[src/rtl/seq_pkg.sv]
// Shared types and constants for the serial pattern transmitter.
// Holds the FSM state encoding and the default detect pattern.
package seq_pkg;

   typedef enum logic [1:0] {
      IDLE  = 2'd0,
      SHIFT = 2'd1,
      DONE  = 2'd2
   } state_t;

   // MSB is the oldest bit in time.
   localparam logic [3:0] DEF_PATTERN = 4'b1011;

endpackage

[src/rtl/seq_tx_if.sv]
// Frame request and serial-output bundle of seq_tx.
// The master modport is the frame source; the slave modport is the transmitter.
interface seq_tx_if #(
   parameter int WIDTH = 12
) ();

   localparam int HW = $clog2(WIDTH + 1);

   logic [WIDTH-1:0] data_i;
   logic             valid_i;
   logic             ready_o;
   logic             x_o;
   logic             x_vld_o;
   logic             exp_o;
   logic             done_o;
   logic [HW-1:0]    hits_o;

   modport master (
      output data_i, valid_i,
      input  ready_o, x_o, x_vld_o, exp_o, done_o, hits_o
   );

   modport slave (
      input  data_i, valid_i,
      output ready_o, x_o, x_vld_o, exp_o, done_o, hits_o
   );

endinterface

[src/rtl/seq_match.sv]
// 4-bit sliding match window: match_o rises in the same cycle the completing bit
// appears downstream, because bit_i/vld_i are the next-cycle values of the stream.
module seq_match
   import seq_pkg::*;
#(
   parameter logic [3:0] PATTERN = DEF_PATTERN
) (
   input  logic clk,
   input  logic reset,
   input  logic clr,
   input  logic bit_i,
   input  logic vld_i,
   output logic match_o
);

   logic [2:0] win_r;
   logic [2:0] fill_r;
   logic [2:0] base_win_s;
   logic [2:0] base_fill_s;
   logic [3:0] cand_s;
   logic [2:0] win_s;
   logic [2:0] fill_s;
   logic       match_s;

   // Next window/fill state; fill tracks how many of the three older slots hold frame bits.
   always_comb begin
      base_win_s  = clr ? 3'b000 : win_r;
      base_fill_s = clr ? 3'b000 : fill_r;
      cand_s      = {base_win_s, bit_i};
      win_s       = base_win_s;
      fill_s      = base_fill_s;
      match_s     = 1'b0;
      if (vld_i) begin
         win_s   = cand_s[2:0];
         fill_s  = {base_fill_s[1:0], 1'b1};
         match_s = (base_fill_s == 3'b111) && (cand_s == PATTERN);
      end else begin
         match_s = 1'b0;
      end
   end

   // Window and registered match flag.
   always_ff @(posedge clk) begin
      if (reset) begin
         win_r   <= 3'b000;
         fill_r  <= 3'b000;
         match_o <= 1'b0;
      end else begin
         win_r   <= win_s;
         fill_r  <= fill_s;
         match_o <= match_s;
      end
   end

endmodule

[src/rtl/seq_tx.sv]
// Parallel-to-serial frame transmitter that also predicts, per emitted bit,
// whether a downstream PATTERN detector fires, and counts those hits per frame.
module seq_tx
   import seq_pkg::*;
#(
   parameter int         WIDTH   = 12,
   parameter logic [3:0] PATTERN = DEF_PATTERN
) (
   input  logic    clk,
   input  logic    reset,
   seq_tx_if.slave bus
);

   localparam int CW = $clog2(WIDTH + 1);

   state_t           state_r, state_s;
   logic [WIDTH-1:0] sh_r, sh_s;
   logic [CW-1:0]    cnt_r, cnt_s;
   logic [CW-1:0]    hits_r, hits_s;
   logic             x_r, x_s;
   logic             x_vld_r, x_vld_s;
   logic             done_r, done_s;
   logic             ready_r, ready_s;
   logic             hs_s;
   logic             match_s;

   // Next state and next values of every registered output.
   always_comb begin
      state_s = state_r;
      sh_s    = sh_r;
      cnt_s   = cnt_r;
      hits_s  = hits_r;
      x_s     = 1'b0;
      x_vld_s = 1'b0;
      done_s  = 1'b0;
      ready_s = 1'b0;
      hs_s    = bus.valid_i && ready_r;

      if (match_s && (hits_r != CW'(WIDTH))) begin
         hits_s = hits_r + CW'(1);
      end else begin
         hits_s = hits_r;
      end

      case (state_r)
         IDLE: begin
            if (hs_s) begin
               x_s     = bus.data_i[0];
               x_vld_s = 1'b1;
               sh_s    = {1'b0, bus.data_i[WIDTH-1:1]};
               cnt_s   = CW'(1);
               hits_s  = '0;
               state_s = SHIFT;
            end else begin
               ready_s = 1'b1;
            end
         end
         SHIFT: begin
            // cnt_r counts bits already on x_o, so WIDTH means the frame is out.
            if (cnt_r == CW'(WIDTH)) begin
               done_s  = 1'b1;
               state_s = DONE;
            end else begin
               x_s     = sh_r[0];
               x_vld_s = 1'b1;
               sh_s    = {1'b0, sh_r[WIDTH-1:1]};
               cnt_s   = cnt_r + CW'(1);
            end
         end
         DONE: begin
            ready_s = 1'b1;
            state_s = IDLE;
         end
         default: begin
            ready_s = 1'b1;
            state_s = IDLE;
         end
      endcase
   end

   // State and output registers.
   always_ff @(posedge clk) begin
      if (reset) begin
         state_r <= IDLE;
         sh_r    <= '0;
         cnt_r   <= '0;
         hits_r  <= '0;
         x_r     <= 1'b0;
         x_vld_r <= 1'b0;
         done_r  <= 1'b0;
         ready_r <= 1'b1;
      end else begin
         state_r <= state_s;
         sh_r    <= sh_s;
         cnt_r   <= cnt_s;
         hits_r  <= hits_s;
         x_r     <= x_s;
         x_vld_r <= x_vld_s;
         done_r  <= done_s;
         ready_r <= ready_s;
      end
   end

   seq_match #(.PATTERN(PATTERN)) u_match (
      .clk     (clk),
      .reset   (reset),
      .clr     (hs_s),
      .bit_i   (x_s),
      .vld_i   (x_vld_s),
      .match_o (match_s)
   );

   assign bus.ready_o = ready_r;
   assign bus.x_o     = x_r;
   assign bus.x_vld_o = x_vld_r;
   assign bus.exp_o   = match_s;
   assign bus.done_o  = done_r;
   assign bus.hits_o  = hits_r;

endmodule
[src/flat_wrapper.sv]
// flat-port wrapper written by rule: the top's interface ports become plain ports
module seq_tx_flat import seq_pkg::*;
#(
   parameter int         WIDTH   = 12,
   parameter logic [3:0] PATTERN = DEF_PATTERN
)
  (clk, reset, bus_data_i, bus_valid_i, bus_ready_o, bus_x_o, bus_x_vld_o, bus_exp_o, bus_done_o, bus_hits_o);
  seq_tx_if #(.WIDTH(WIDTH)) bus_i ();
  input  logic clk;
  input  logic reset;
  input wire logic [$bits(bus_i.data_i)-1:0] bus_data_i;
  input wire logic [$bits(bus_i.valid_i)-1:0] bus_valid_i;
  output wire logic [$bits(bus_i.ready_o)-1:0] bus_ready_o;
  output wire logic [$bits(bus_i.x_o)-1:0] bus_x_o;
  output wire logic [$bits(bus_i.x_vld_o)-1:0] bus_x_vld_o;
  output wire logic [$bits(bus_i.exp_o)-1:0] bus_exp_o;
  output wire logic [$bits(bus_i.done_o)-1:0] bus_done_o;
  output wire logic [$bits(bus_i.hits_o)-1:0] bus_hits_o;
  assign bus_i.data_i = bus_data_i;
  assign bus_i.valid_i = bus_valid_i;
  assign bus_ready_o = bus_i.ready_o;
  assign bus_x_o = bus_i.x_o;
  assign bus_x_vld_o = bus_i.x_vld_o;
  assign bus_exp_o = bus_i.exp_o;
  assign bus_done_o = bus_i.done_o;
  assign bus_hits_o = bus_i.hits_o;
  seq_tx #(.WIDTH(WIDTH), .PATTERN(PATTERN)) u_core (.clk(clk), .reset(reset), .bus(bus_i));
endmodule
[config.mk]
export PLATFORM = sky130hd
export DESIGN_NAME = seq_tx_flat
export DESIGN_NICKNAME = d
export VERILOG_FILES = /design/src/rtl/seq_pkg.sv /design/src/rtl/seq_tx_if.sv /design/src/rtl/seq_match.sv /design/src/rtl/seq_tx.sv /design/src/flat_wrapper.sv
export SDC_FILE = /design/constraint.sdc
export NUM_CORES = 1
export LEC_CHECK = 0
export CAP_MARGIN = 5
export CORE_ASPECT_RATIO = 2
export CORE_MARGIN = 5
export CORE_UTILIZATION = 55
export CTS_CLUSTER_SIZE = 24
export DETAILED_ROUTE_END_ITERATION = 12
export DONT_BUFFER_PORTS = 1
export GPL_TIMING_DRIVEN = 0
export PLACE_DENSITY = 0.81
export SKIP_CTS_REPAIR_TIMING = 1
export SYNTH_ARGS = -nofsm -noshare
export SYNTH_HDL_FRONTEND = slang
export SYNTH_SLANG_ARGS = --single-unit
export TNS_END_PERCENT = 20
[constraint.sdc]
create_clock -name clk -period 3 [get_ports clk]
set_clock_uncertainty 0.15 [all_clocks]
set_input_delay 0.3 -clock clk [delete_from_list [all_inputs] [get_ports clk]]
set_output_delay 0.3 -clock clk [all_outputs]
set_load 0.1 [all_outputs]
* Word level (Yosys, flattened, before mapping)
Index checks and enable logic that the tools add are counted.
** Storage, ports and cells
- Word-level logic and storage cells :: 57
- Input bits :: 15
- Register bits after elaboration :: 33
- Output and inout bits :: 9
** Cells by class
- Eq/ne operators :: 8
- Bitwise gates (word level) :: 2
- $add $sub $neg :: 2
- Multiplexer cells :: 25
- Reduce and logical (&&, ||, !) cells :: 9
** Operators by type and width (number)
- 2-to-1 mux 12 bit :: 2
- one-hot mux 12 bit (2 select lines) :: 1
- 2-to-1 mux 4 bit :: 5
- 2-to-1 mux 3 bit :: 4
- adder 4 x 1 -> 4 bit, second input constant :: 2
- == test 4 bit, second input constant :: 2
- one-hot mux 4 bit (2 select lines) :: 1
- 2-to-1 mux 1 bit :: 6
- one-hot mux 1 bit (2 select lines) :: 3
- 2-to-1 mux 2 bit :: 2
- inequality test 2 bit, second input constant :: 2
- inequality test 4 bit, second input constant :: 1
- one-hot mux 2 bit (2 select lines) :: 1
- OR reduction 2 bit :: 2
- == test 3 bit, second input constant :: 1
- logical AND 1 bit :: 3
- AND reduction 3 bit :: 1
- == test 2 x 1 -> 1 bit, second input constant :: 1
- zero test 2 bit :: 1
- inequality test 2 x 1 -> 1 bit, second input constant :: 1
- inverter 1 bit :: 2
- AND reduction 2 bit :: 1
- nonzero test 2 bit :: 1

* Longest topological paths before layout
- Word-level depth :: 5
- Gate-level depth with buffers :: 6
- Gate-level depth less buffers :: 5

* By module
From an unflattened synthesis, not the netlist that was laid out.
** Unflattened totals
- Cells, all modules :: 147
- Area total of the unflattened synthesis :: 1512.7 um2
** By module, submodules not included
- seq_tx :: seq. area each 500.5 um2, times used 1, area each 1247.4 um2, cells an instance 121
- seq_match :: seq. area each 140.1 um2, times used 1, area each 265.3 um2, cells an instance 26

* Worst setup path after synthesis
OpenSTA, ideal clock, no wires.
- Path type :: register to register
- From :: register u_core.hits_r[0], in the netlist u_core.bus.hits_o[0]
- To :: register u_core.hits_r[3], in the netlist u_core.bus.hits_o[3]
- Period minus slack after synthesis :: 2054 ps
- Cell stages (with the launch flop) :: 5
- Data required time :: 2720 ps
- Slack :: 946 ps
- Library setup time :: 130 ps
- Buffers on the path :: 0
- Data arrival time :: 1774 ps
- Path through :: dfxtp_1 -> inv_1 -> ha_1 -> o41ai_1 -> a21oi_1
** On the way
- Longest elaborated chain between the ends :: 5
- Elaborated cells on any way between the ends :: 6
- Those cells by class :: add/sub (1); eq/ne (1); mux (3); reduce/logical (1)
** RTL lines
- start, declared :: line seq_tx.sv:19 : logic [CW-1:0] hits_r, hits_s;
- start signal, assigned :: line seq_tx.sv:96 : hits_r <= hits_s;
- parallel branches: the longest is 2 deep, another holds adder 4 x 1 -> 4 bit
- 2-to-1 mux 4 bit * :: line seq_tx.sv:39 : if (match_s && (hits_r != CW'(WIDTH))) begin
- 2-to-1 mux 4 bit :: line seq_tx.sv:47 : if (hs_s) begin
- 2-to-1 mux 4 bit * :: line seq_tx.sv:45 : case (state_r)
Mark *: on every way between the ends.
A chain may end at the register's enable or synchronous reset.

* Worst setup path in the final report
- From :: register u_core.hits_r[0], in the netlist u_core.bus.hits_o[0]
- To :: register u_core.hits_r[0], in the netlist u_core.bus.hits_o[0]
The elaborated chain is that of the path after synthesis.

==> flow_metrics.py <==
metrics = {
    "place": {
        "gp_congestion": 0.833,
        "port_buffers": 0,
        "dp_hpwl_um": 2470,
    },
    "cells_and_area": {
        "drive_above_1_share_pct": 13.7,
        "final_cell_mix": "32 x dfxtp_1, 21 x a211oi_1, 15 x a21oi_1",
        "nNetsFinal": 179,
        "synthToLayoutAreaGrowth_pct": 10.1,
        "seq_area_um2": 641,
        "num_antenna_cells": 0,
        "n_fill_cell": 225,
        "final_common_cell": "dfxtp_1",
        "multiInputGateArea_um2": 703,
    },
    "outcome": {
        "status": "complete, no violations",
    },
    "timing": {
        "drv_slew": 0,
        "min_period_ns": 2.20,
        "final.setup.tns_ns": 0,
        "slew-limit-headroom_pct": 26.4,
        "clock.fmax_mhz": 454,
        "worst_pin_slew_ns": 1.10,
        "fin_crit_sh_pct": 73.4,
        "hold_violations": 0,
        "finalSetupViolCount": 0,
        "rsz0062_at_grt": "false",
    },
    "floorplan": {
        "fp-row-count": 26,
        "die_w_um": 46.4,
        "ios": 24,
        "coreArea_um2": 2540,
        "start_util_pct": 57.3,
        "die_area_um2": 3840,
        "die_y_um": 82.7,
    },
    "cts": {
        "clkTransAtPathRegs_ns": 0.07,
        "clkLatencyLatePin_ns": 0.29,
        "cts.root.buffer_cell": "clkbuf_8",
        "cts_tree": "done",
        "cts_buffers": 5,
        "cts_buffer_depth": 2,
        "clock-sinks": 32,
        "cts_max_level": 2,
    },
    "global_route": {
        "grt_pass1_wl_um": 5330,
        "overflow": 0,
        "grt_pass1_vias": 1231,
        "antenna_found_initial": 0,
        "grt.total_usage_pct": 19.5,
        "grt_max_degree": 12,
    },
    "worst_setup_path": {
        "critPathKind": "reg -> reg",
        "cp_max_fo": 5,
        "required_ns": 3.02,
        "worstPathArrival_ns": 2.22,
        "startpoint_type": "flop",
        "cp-end-kind": "flop",
    },
    "logic_synthesis": {
        "syn_nets": 172,
        "synth.distinct_cells": 33,
        "syn_area_um2": 1460,
        "synth.top_cell.area_share_pct": 44.0,
        "synth.area.top_cells": "dfxtp_1 44%, a211oi_1 11%, mux2i_1 6.9%",
        "ys_seq_elements": 32,
        "avgSynthCellArea_um2": 9.51,
        "syn_inst": 153,
        "synth_top_area_cell": "dfxtp_1",
        "yosysWarnings": 0,
        "ys_seq_area_share_pct": 44.0,
    },
    "pwr": {
        "ir_drop_mv": 0.374,
        "p_total_uw": 1030,
        "leakage_uw": 0.000596,
        "power_density_nw_per_um2": 646,
    },
    "drt": {
        "firstDrtPassIters": 4,
        "wire_per_inst_um": 17.0,
        "routed_wirelength_um": 3220,
        "drcViolationCount": 0,
        "vias_per_cell": 6.36,
        "drtAntennaViolNets": 0,
        "num_vias": 1202,
        "first_iter_violations": 31,
    },
    "worst_hold_path": {
        "worstHoldPathType": "in -> reg",
    },
    "flow_run": {
        "cap_violations": 0,
    },
}
==> flip-flops by register name (all words and copies together) (netlist names) <==
| signal | flops |
|---|---|
| u_core.bus.done_o | 1 |
| u_core.bus.hits_o | 4 |
| u_core.bus.ready_o | 1 |
| u_core.bus.x_o | 1 |
| u_core.bus.x_vld_o | 1 |
| u_core.cnt_r | 4 |
| u_core.sh_r | 11 |
| u_core.state_r | 2 |
| u_core.u_match.fill_r | 3 |
| u_core.u_match.match_o | 1 |
| u_core.u_match.win_r | 3 |
==> logic make-up (layout without fill, tap and decap cells) <==
kind of cell | Yosys count | after routing | share of synthesized area [%]
AND/OR/NAND/NOR | 38 | 38 | 14.9
AO/OA/AOI/OAI | 51 | 51 | 23.1
multiplexers | 10 | 10 | 6.88
adder cells (fa/ha/maj) | 4 | 4 | 3.44
buffers and inverters | 18 | 26 | 7.65
flip-flops | 32 | 32 | 44.0
==> worst paths after layout <==
path                            start  slack, ns                       end  cells after the start
max              u_core.bus.hits_o[0]       0.80      u_core.bus.hits_o[0]                      5
min reg2reg  u_core.u_match.fill_r[0]       0.32  u_core.u_match.fill_r[1]                      2
min                    bus_data_i[11]      0.006           u_core.sh_r[10]                      2
max reg2reg      u_core.bus.hits_o[0]       0.80      u_core.bus.hits_o[0]                      5
==> power by group <==
group,switching [uW],leakage (uW),internal (uW)
combinational,71.9,0.000280,56.9
clock,162,0.0000541,245
sequential,43.1,0.000262,455
total,277,0.000596,757
==> through the flow <==
stage          setup slack (ns)  util (%)  std cells  hold WS [ns]  area [um2]
6_report                  0.797      63.1        189       0.00602        1600
5_1_grt                   0.688      63.1        189       0.00840        1600
4_1_cts                   0.793      63.1        189     -0.000422        1600
3_5_place_dp              0.802      58.7        181         0.305        1490
3_3_place_gp              0.881      58.7        181         0.296        1490
2_1_floorplan             0.946         -        153         0.290        1460
==> layout make-up <==
cell class,instances,area share [%]
buffer,10,5.08
clock buffer,5,4.30
clock inverter,3,2.66
inverter,8,1.87
multi-input combinational,103,43.9
sequential,32,40.0
tap,28,2.19
==> per-layer routing <==
metal	GRT usage, %	share of wire [%]	up-vias
met2	36.2	56	27
met4	11.4	3.2	0
met1	17.1	35	580
li1	-	-	586
met5	0	0	-
met3	6.07	5.5	9
==> critical path: stages (launching register included) <==
cell and delay (ns):
dfxtp_1 1.02, inv_1 0.17, ha_1 0.28, and3_1 0.20, o21ai_0 0.18, a21oi_1 0.09
==> synth_stat cells <==
cell type / count
inv_1: 8
nand2b_1: 3
o32ai_1: 1
nand2_1: 4
or4_1: 1
ha_1: 4
buf_4: 5
o31ai_1: 2
nand3_2: 1
a211oi_1: 21
dfxtp_1: 32
and4bb_2: 1
nand4bb_1: 1
nor4_1: 1
nor2_1: 4
clkbuf_1: 2
o21ai_0: 6
nor3_1: 3
or3_1: 3
buf_2: 1
a32oi_1: 1
buf_6: 1
and3_1: 2
o41ai_1: 1
a31o_2: 1
a21oi_1: 15
o211ai_1: 2
or2_2: 2
o21ai_2: 1
buf_12: 1
nor2b_1: 1
mux2i_1: 10
nand3_1: 11
No activity file was read; power rests on OpenSTA's default activity.
